<file path="src/rtl/mem_port_arbiter.sv">
// ============================================================================
// Module  : mem_port_arbiter
// Brief   : Single-outstanding arbiter sharing one memory port between
//           instruction fetch and data load/store, with fetch starvation guard.
// Revision: 1.0
// ============================================================================
`default_nettype none

module mem_port_arbiter #(
  parameter int DATA_WIDTH   = 32,
  parameter int ADDR_WIDTH   = 32,
  parameter int MEM_LATENCY  = 2,
  parameter int STARVE_LIMIT = 4
) (
  input  logic                  clk_i,
  input  logic                  rst_i,
  input  logic                  if_req_i,
  input  logic [ADDR_WIDTH-1:0] if_addr_i,
  input  logic                  if_kill_i,
  output logic                  if_gnt_o,
  output logic                  if_rvalid_o,
  output logic [DATA_WIDTH-1:0] if_rdata_o,
  input  logic                  d_req_i,
  input  logic                  d_we_i,
  input  logic [ADDR_WIDTH-1:0] d_addr_i,
  input  logic [DATA_WIDTH-1:0] d_wdata_i,
  input  logic [2:0]            d_funct3_i,
  output logic                  d_gnt_o,
  output logic                  d_rvalid_o,
  output logic [DATA_WIDTH-1:0] d_rdata_o,
  output logic                  mem_en_o,
  output logic                  mem_we_o,
  output logic [ADDR_WIDTH-1:0] mem_addr_o,
  output logic [DATA_WIDTH-1:0] mem_wdata_o,
  output logic [2:0]            mem_funct3_o,
  input  logic [DATA_WIDTH-1:0] mem_rdata_i,
  output logic                  stall_f_o,
  output logic                  stall_m_o
);

  localparam int C_LAT_W = (MEM_LATENCY > 0) ? $clog2(MEM_LATENCY + 1) : 1;
  localparam int C_ST_W  = (STARVE_LIMIT > 0) ? $clog2(STARVE_LIMIT + 1) : 1;
  localparam logic [2:0] C_FETCH_FUNCT3 = 3'b010;

  generate
    if (MEM_LATENCY < 1) begin : g_bad_latency
      $error("mem_port_arbiter: MEM_LATENCY must be >= 1");
    end
  endgenerate

  typedef enum logic [0:0] {
    S_IDLE = 1'b0,
    S_BUSY = 1'b1
  } state_t;

  state_t             state_q, state_d;
  logic [C_LAT_W-1:0] lat_cnt_q, lat_cnt_d;
  logic [C_ST_W-1:0]  starve_cnt_q, starve_cnt_d;
  logic               owner_q, owner_d;       // 1 = data, 0 = fetch
  logic               owner_we_q, owner_we_d;
  logic               kill_pend_q, kill_pend_d;

  logic w_resp, w_arb, w_f_elig, w_starved, w_d_gnt, w_f_gnt;
  logic w_if_rvalid, w_d_rvalid;

  always_comb begin
    w_resp    = (state_q == S_BUSY) && (lat_cnt_q == C_LAT_W'(MEM_LATENCY));
    w_arb     = (state_q == S_IDLE) || w_resp;
    // A kill arriving alongside an idle fetch request means the fetch is already stale.
    w_f_elig  = if_req_i && !((state_q == S_IDLE) && if_kill_i);
    w_starved = if_req_i && (starve_cnt_q == C_ST_W'(STARVE_LIMIT));
    w_d_gnt   = rst_i && w_arb && d_req_i && !(w_starved && w_f_elig);
    w_f_gnt   = rst_i && w_arb && w_f_elig && !w_d_gnt;
    w_if_rvalid = rst_i && w_resp && !owner_q && !kill_pend_q && !if_kill_i;
    w_d_rvalid  = rst_i && w_resp && owner_q;
  end

  always_comb begin
    state_d      = state_q;
    lat_cnt_d    = lat_cnt_q;
    owner_d      = owner_q;
    owner_we_d   = owner_we_q;
    kill_pend_d  = kill_pend_q;
    starve_cnt_d = starve_cnt_q;

    case (state_q)
      S_IDLE: begin
        if (w_d_gnt || w_f_gnt) begin
          state_d   = S_BUSY;
          lat_cnt_d = C_LAT_W'(1);
        end
      end
      S_BUSY: begin
        if (w_resp) begin
          if (w_d_gnt || w_f_gnt) begin
            lat_cnt_d = C_LAT_W'(1);
          end else begin
            state_d   = S_IDLE;
            lat_cnt_d = '0;
          end
        end else begin
          lat_cnt_d = lat_cnt_q + C_LAT_W'(1);
        end
      end
      default: begin
        state_d   = S_IDLE;
        lat_cnt_d = '0;
      end
    endcase

    if (w_d_gnt || w_f_gnt) begin
      owner_d    = w_d_gnt;
      owner_we_d = w_d_gnt && d_we_i;
    end

    if (w_resp) kill_pend_d = 1'b0;
    if ((state_q == S_BUSY) && !w_resp && !owner_q && if_kill_i) kill_pend_d = 1'b1;
    if (w_f_gnt && if_kill_i) kill_pend_d = 1'b1;

    if (!if_req_i || w_f_gnt) begin
      starve_cnt_d = '0;
    end else if (w_d_gnt && (starve_cnt_q != C_ST_W'(STARVE_LIMIT))) begin
      starve_cnt_d = starve_cnt_q + C_ST_W'(1);
    end
  end

  always_ff @(posedge clk_i) begin
    if (!rst_i) begin
      state_q      <= S_IDLE;
      lat_cnt_q    <= '0;
      starve_cnt_q <= '0;
      owner_q      <= 1'b0;
      owner_we_q   <= 1'b0;
      kill_pend_q  <= 1'b0;
    end else begin
      state_q      <= state_d;
      lat_cnt_q    <= lat_cnt_d;
      starve_cnt_q <= starve_cnt_d;
      owner_q      <= owner_d;
      owner_we_q   <= owner_we_d;
      kill_pend_q  <= kill_pend_d;
    end
  end

  always_comb begin
    if_gnt_o     = w_f_gnt;
    d_gnt_o      = w_d_gnt;
    if_rvalid_o  = w_if_rvalid;
    if_rdata_o   = w_if_rvalid ? mem_rdata_i : '0;
    d_rvalid_o   = w_d_rvalid;
    d_rdata_o    = (w_d_rvalid && !owner_we_q) ? mem_rdata_i : '0;
    mem_en_o     = w_d_gnt || w_f_gnt;
    mem_we_o     = w_d_gnt && d_we_i;
    mem_addr_o   = w_d_gnt ? d_addr_i   : (w_f_gnt ? if_addr_i : '0);
    mem_wdata_o  = (w_d_gnt && d_we_i) ? d_wdata_i : '0;
    mem_funct3_o = w_d_gnt ? d_funct3_i : (w_f_gnt ? C_FETCH_FUNCT3 : 3'b000);
    stall_f_o    = rst_i && if_req_i && !w_if_rvalid;
    stall_m_o    = rst_i && d_req_i && !w_d_rvalid;
  end

endmodule

`default_nettype wire
</file>
<file path="config.mk">
export PLATFORM = sky130hd
export DESIGN_NAME = mem_port_arbiter
export DESIGN_NICKNAME = d
export VERILOG_FILES = /design/src/rtl/mem_port_arbiter.sv
export SDC_FILE = /design/constraint.sdc
export NUM_CORES = 1
export LEC_CHECK = 0
export CAP_MARGIN = 5
export CORE_AREA = 2 2 108 110
export CTS_BUF_LIST = sky130_fd_sc_hd__clkbuf_16
export CTS_CLUSTER_SIZE = 10
export DETAILED_ROUTE_END_ITERATION = 10
export DIE_AREA = 0 0 110 112
export HOLD_SLACK_MARGIN = 0.06
export SLEW_MARGIN = 20
export SYNTH_ARGS = -nofsm -noshare
export SYNTH_HDL_FRONTEND = slang
export SYNTH_SLANG_ARGS = --single-unit
</file>
<file path="constraint.sdc">
create_clock -name clk_i -period 4 [get_ports clk_i]
set_clock_uncertainty 0.15 [all_clocks]
set_input_delay 0.8 -clock clk_i [delete_from_list [all_inputs] [get_ports clk_i]]
set_output_delay 0.8 -clock clk_i [all_outputs]
set_load 0.02 [all_outputs]
</file>
Word-level counts from Yosys, hierarchy flattened
Index checks and enable logic that the tools add are counted.
Storage, ports and cells
  flip-flop bits (word level): 9
  bits of input ports: 137
  output and inout bits: 139
  word-level logic and storage cells: 73
Cells by class
  add/sub/neg operators: 2
  equality and inequality tests: 4
  mux-type cells: 17
  bitwise gates (word level): 2
  reduce and logical (&&, ||, !) cells: 42
Operators with widths (count)
  $mux W32: 5
  $logic_and A1 B1 Y1: 26
  $logic_not A1 Y1: 11
  $mux W1: 6
  $mux W2: 3
  $pmux W2 S2: 1
  $add A3 B1 Y3 const B: 1
  $eq A3 B3 Y1 const B: 1
  $logic_or A1 B1 Y1: 3
  $mux W3: 1
  $ne A3 B3 Y1 const B: 1
  $reduce_bool A3 Y1: 1
  $add A2 B1 Y2 const B: 1
  $eq A2 B2 Y1 const B: 1
  $ne A2 B2 Y1 const B: 1
  $not A1 Y1: 2
  $pmux W1 S2: 1
  $reduce_or A2 Y1: 1

Depth between registers and ports, before layout
  word-level depth: 13
  depth in mapped cells: 7
  mapped depth without buffers: 6

Worst setup path after synthesis
No wires, ideal clock.
  kind: in2out
  start point: in rst_i
  end point: out mem_addr_o[24]
  data arrival time: 2.036 ns
  required time: 3.050 ns
  setup slack: 1.014 ns
  stages on the path: 6
  buffers on the path: 2
  path through: buf_2 -> nand2_1 -> a21o_1 -> nor2_2 -> buf_2 -> a22o_1
On the way
  longest elaborated chain between the ends: 7
  elaborated cells between the ends (all ways): 8
  those cells by class: mux: 2; reduce/logical: 6
RTL lines
  from (decl): RTL line 16  | input logic rst_i,
  $logic_and A1 B1 Y1 (*) (3 in a row): RTL line 72  | w_d_gnt = rst_i && w_arb && d_req_i && !(w_starved && w_f_elig);
  net d_gnt_o: RTL line 28  | output logic d_gnt_o,
  $logic_not A1 Y1: RTL line 73  | w_f_gnt = rst_i && w_arb && w_f_elig && !w_d_gnt;
  $logic_and A1 B1 Y1: RTL line 73
  $mux W32: RTL line 154  | mem_addr_o = w_d_gnt ? d_addr_i : (w_f_gnt ? if_addr_i : '0);
  $mux W32 (*): RTL line 154
  to (decl): RTL line 33  | output logic [ADDR_WIDTH-1:0] mem_addr_o,
The timed path passes the listed nets; every way through them passes the cells marked *.

Final worst setup path
  start point: in if_kill_i
  end point: out mem_addr_o[15]
On the way
  longest elaborated chain between the ends: 10
  elaborated cells between the ends (all ways): 11
  those cells by class: mux: 2; reduce/logical: 9
RTL lines
  from (decl): RTL line 19  | input logic if_kill_i,
  $logic_and A1 B1 Y1 (*): RTL line 70  | w_f_elig = if_req_i && !((state_q == S_IDLE) && if_kill_i);
  $logic_not A1 Y1 (*): RTL line 70
  $logic_and A1 B1 Y1 (*): RTL line 70
  $logic_and A1 B1 Y1: RTL line 72
  $logic_not A1 Y1: RTL line 72
  $logic_and A1 B1 Y1: RTL line 72
  $logic_not A1 Y1: RTL line 73
  $logic_and A1 B1 Y1: RTL line 73
  $mux W32: RTL line 154
  $mux W32 (*): RTL line 154
Every way passes the cells marked *; elsewhere a longest branch is shown, timed or not.

==> results.toml <==
[synth]
syn_area_mm2 = 0.001574
synth_mux_area_frac = 0.006359
yosysWarnings = 0
synthAdderAreaFrac = 0.01590
seq_area_frac_synth = 0.1145
ys_async_sr_fraction = 0
synthSimpleGateAreaFrac = 0.5040
synth-main-ff-cell = "dfxtp_1"
netlist_instances = 209
synth-compound-area-share = 0.2663
synth-xor-area-share = 0.005564
synth_top_family_by_area = "simple AND/OR/NAND/NOR gates"
ys_ff_latch = 9
ys_types = 41
synth_edf_count = 0
syn_area_per_cell_um2 = 7.531
synth_fp_nets = 348

[timing]
setup_slack_ps = 88.71
grt_setup_unrepaired = "false"
timing.final.crit_share = 0.9778
min_period_ps = 3911
max_freq_ghz = 0.2557
slew_headroom = 0.6824
setup_viol = 0
fin_setup_tns_ps = 0
maxSlewViolCount = 0
worst_pin_slew_ps = 476.5
hold_viol = 0
holdWs_ps = 383.0

[floorplanning]
pin_count = 276
die_area_mm2 = 0.01232
core.rowCount = 39
coreArea_mm2 = 0.01117
die_x_um = 110
start_util = 0.1409
die_h_um = 112

[global_route]
grt_usage = 0.1528
grt_max_degree = 36
grt_antenna_before_repair = 0
grt_pass1_wl_mm = 14.55
grt_pass1_vias = 2768
grt-ovfl-total = 0

[clock_network]
cts_sinks = 9
htreeDepth = 1
cts_tree = "built"
cts_buffers = 3
cts_root_buf = "clkbuf_16"
insertion_delay_ps = 230
cts_hold_buf = 0
cts-resized-gates = 0
postCtsSetupRepairBufs = 0
clock_path_buffers = 2
clk_pin_slew_ps = 40

[worst_setup_path]
timing.critical_path.from = "if_kill_i"
crit_path_end_kind = "output port"
worstPathRequired_ps = 3050
rr_startpoint = "state_q$_SDFF_PN0_"
cp-start-kind = "input pin"
reg2reg_to = "lat_cnt_q[0]$_SDFFE_PN0P_"
crit_fanout = 34
r2r_slack_ps = 1820
cp_data_arrival_time_ps = 2960
crit_type = "input pin to output port"
crit_end = "mem_addr_o[15]"
rr_worst_depth = 6

[drt]
antenna_left = 0
drc = 0
drt_pass1_iterations = 6
wl_mm = 10.07
via_per_inst = 4.157
initialDrtViolationCount = 120
vias = 2594
routedWlPerCell_um = 16.13

[place]
port_buffers = 275
dpl.cell_count = 620
gp_congestion = 0.7440
dpl_worst_slack_ps = 68.74
placed_area_mm2 = 0.004531
dp_hpwl_mm = 8.508

[final_layout]
drive_above_1_share = 0.06029
num_antenna_cells = 0
fin_area_mm2 = 0.004627
area_delta_synth_final_pct = 194.0
final_cell_count_no_fill = 624
final_common_cell = "clkdlybuf4s50_1"
fin_util = 0.4141
nets = 621
multi_input_area_mm2 = 0.001261
nFillCells = 1147
seq_area_um2 = 180.2
layout_common_cells = "267 x clkdlybuf4s50_1, 96 x and2_1, 28 x a22o_1, 9 x dfxtp_1"

[job]
cap_violations = 0

[power_and_ir_drop]
powerDensity_mw_per_mm2 = 133.7
report.power.total_uw = 618.5
p_leak_nw = 1.867
peakVddDrop_uv = 95.06

[status]
status = "finished clean"

[min_path]
hp-class = "register to register"
## sequential cells by signal, indices dropped and copies added, names as in the netlist
signal        count
starve_cnt_q      3
owner_we_q        1
state_q           1
owner_q           1
lat_cnt_q         2
kill_pend_q       1
## layer usage
metal	part of all wire	global-route usage	routed length, um
met5	0	0	0
met4	0.032	0.06245	323
met3	0.14	0.05562	1402
met2	0.49	0.2781	4889
met1	0.34	0.1538	3451
## critical path, stage by stage
cell and delay, ps:
clkdlybuf4s50_1 490, or2_1 260, a21o_1 220, a21oi_4 190
buf_12 220, a22o_1 170, clkdlybuf4s50_1 610
## worst min path at each step
stage	startpoint	endpoint	slack, ps	cells past startpoint
3_5_place_dp	lat_cnt_q[0]$_SDFFE_PN0P_	lat_cnt_q[1]$_SDFFE_PN0P_	370	2
3_3_place_gp	kill_pend_q$_SDFFE_PN0P_	kill_pend_q$_SDFFE_PN0P_	350	2
6_report	lat_cnt_q[0]$_SDFFE_PN0P_	lat_cnt_q[1]$_SDFFE_PN0P_	380	2
5_1_grt	lat_cnt_q[0]$_SDFFE_PN0P_	lat_cnt_q[1]$_SDFFE_PN0P_	410	2
4_1_cts	lat_cnt_q[0]$_SDFFE_PN0P_	lat_cnt_q[1]$_SDFFE_PN0P_	380	2
2_1_floorplan	owner_we_q$_SDFFE_PN0P_	owner_we_q$_SDFFE_PN0P_	310	1
## report_power, final
part	internal [mW]	leakage [nW]	switching, mW	total (mW)
sequential	0.0964	0.0738	0.00839	0.105
clock	0.130	0.0423	0.0422	0.173
combinational	0.215	1.75	0.126	0.341
total	0.442	1.87	0.177	0.619
## cells in the mapped netlist (all sizes together) (2+ instances only)
master  number  share of area
ha           2          0.016
and3         3          0.012
nand3b       2          0.012
nor2         6          0.016
nor3         3         0.0095
a21oi        6          0.033
nand2b       2         0.0095
a21o         3          0.015
and2        96           0.38
nand2        7          0.017
dfxtp        9           0.11
clkbuf       7          0.018
buf         11          0.060
a22o        32           0.18
inv          4         0.0095
## cell type report
type / instances / share of cell area
clock inverters: 1 / 0.0008112
repair buffers: 286 / 0.6295
inverters: 4 / 0.003245
clock buffers: 3 / 0.01622
well taps: 143 / 0.03867
flip-flops and latches: 9 / 0.03894
multi-input cells: 178 / 0.2726
## logic make-up (layout without fill, tap and decap cells)
family	count (synthesis)	count (layout)
fa+ha+maj	2	2
compound gates	48	48
xor+xnor	1	1
buf+inv	22	294
mux	1	1
flops	9	9
simple gates	126	126
Note: power is estimated with default switching activity, not from simulation.
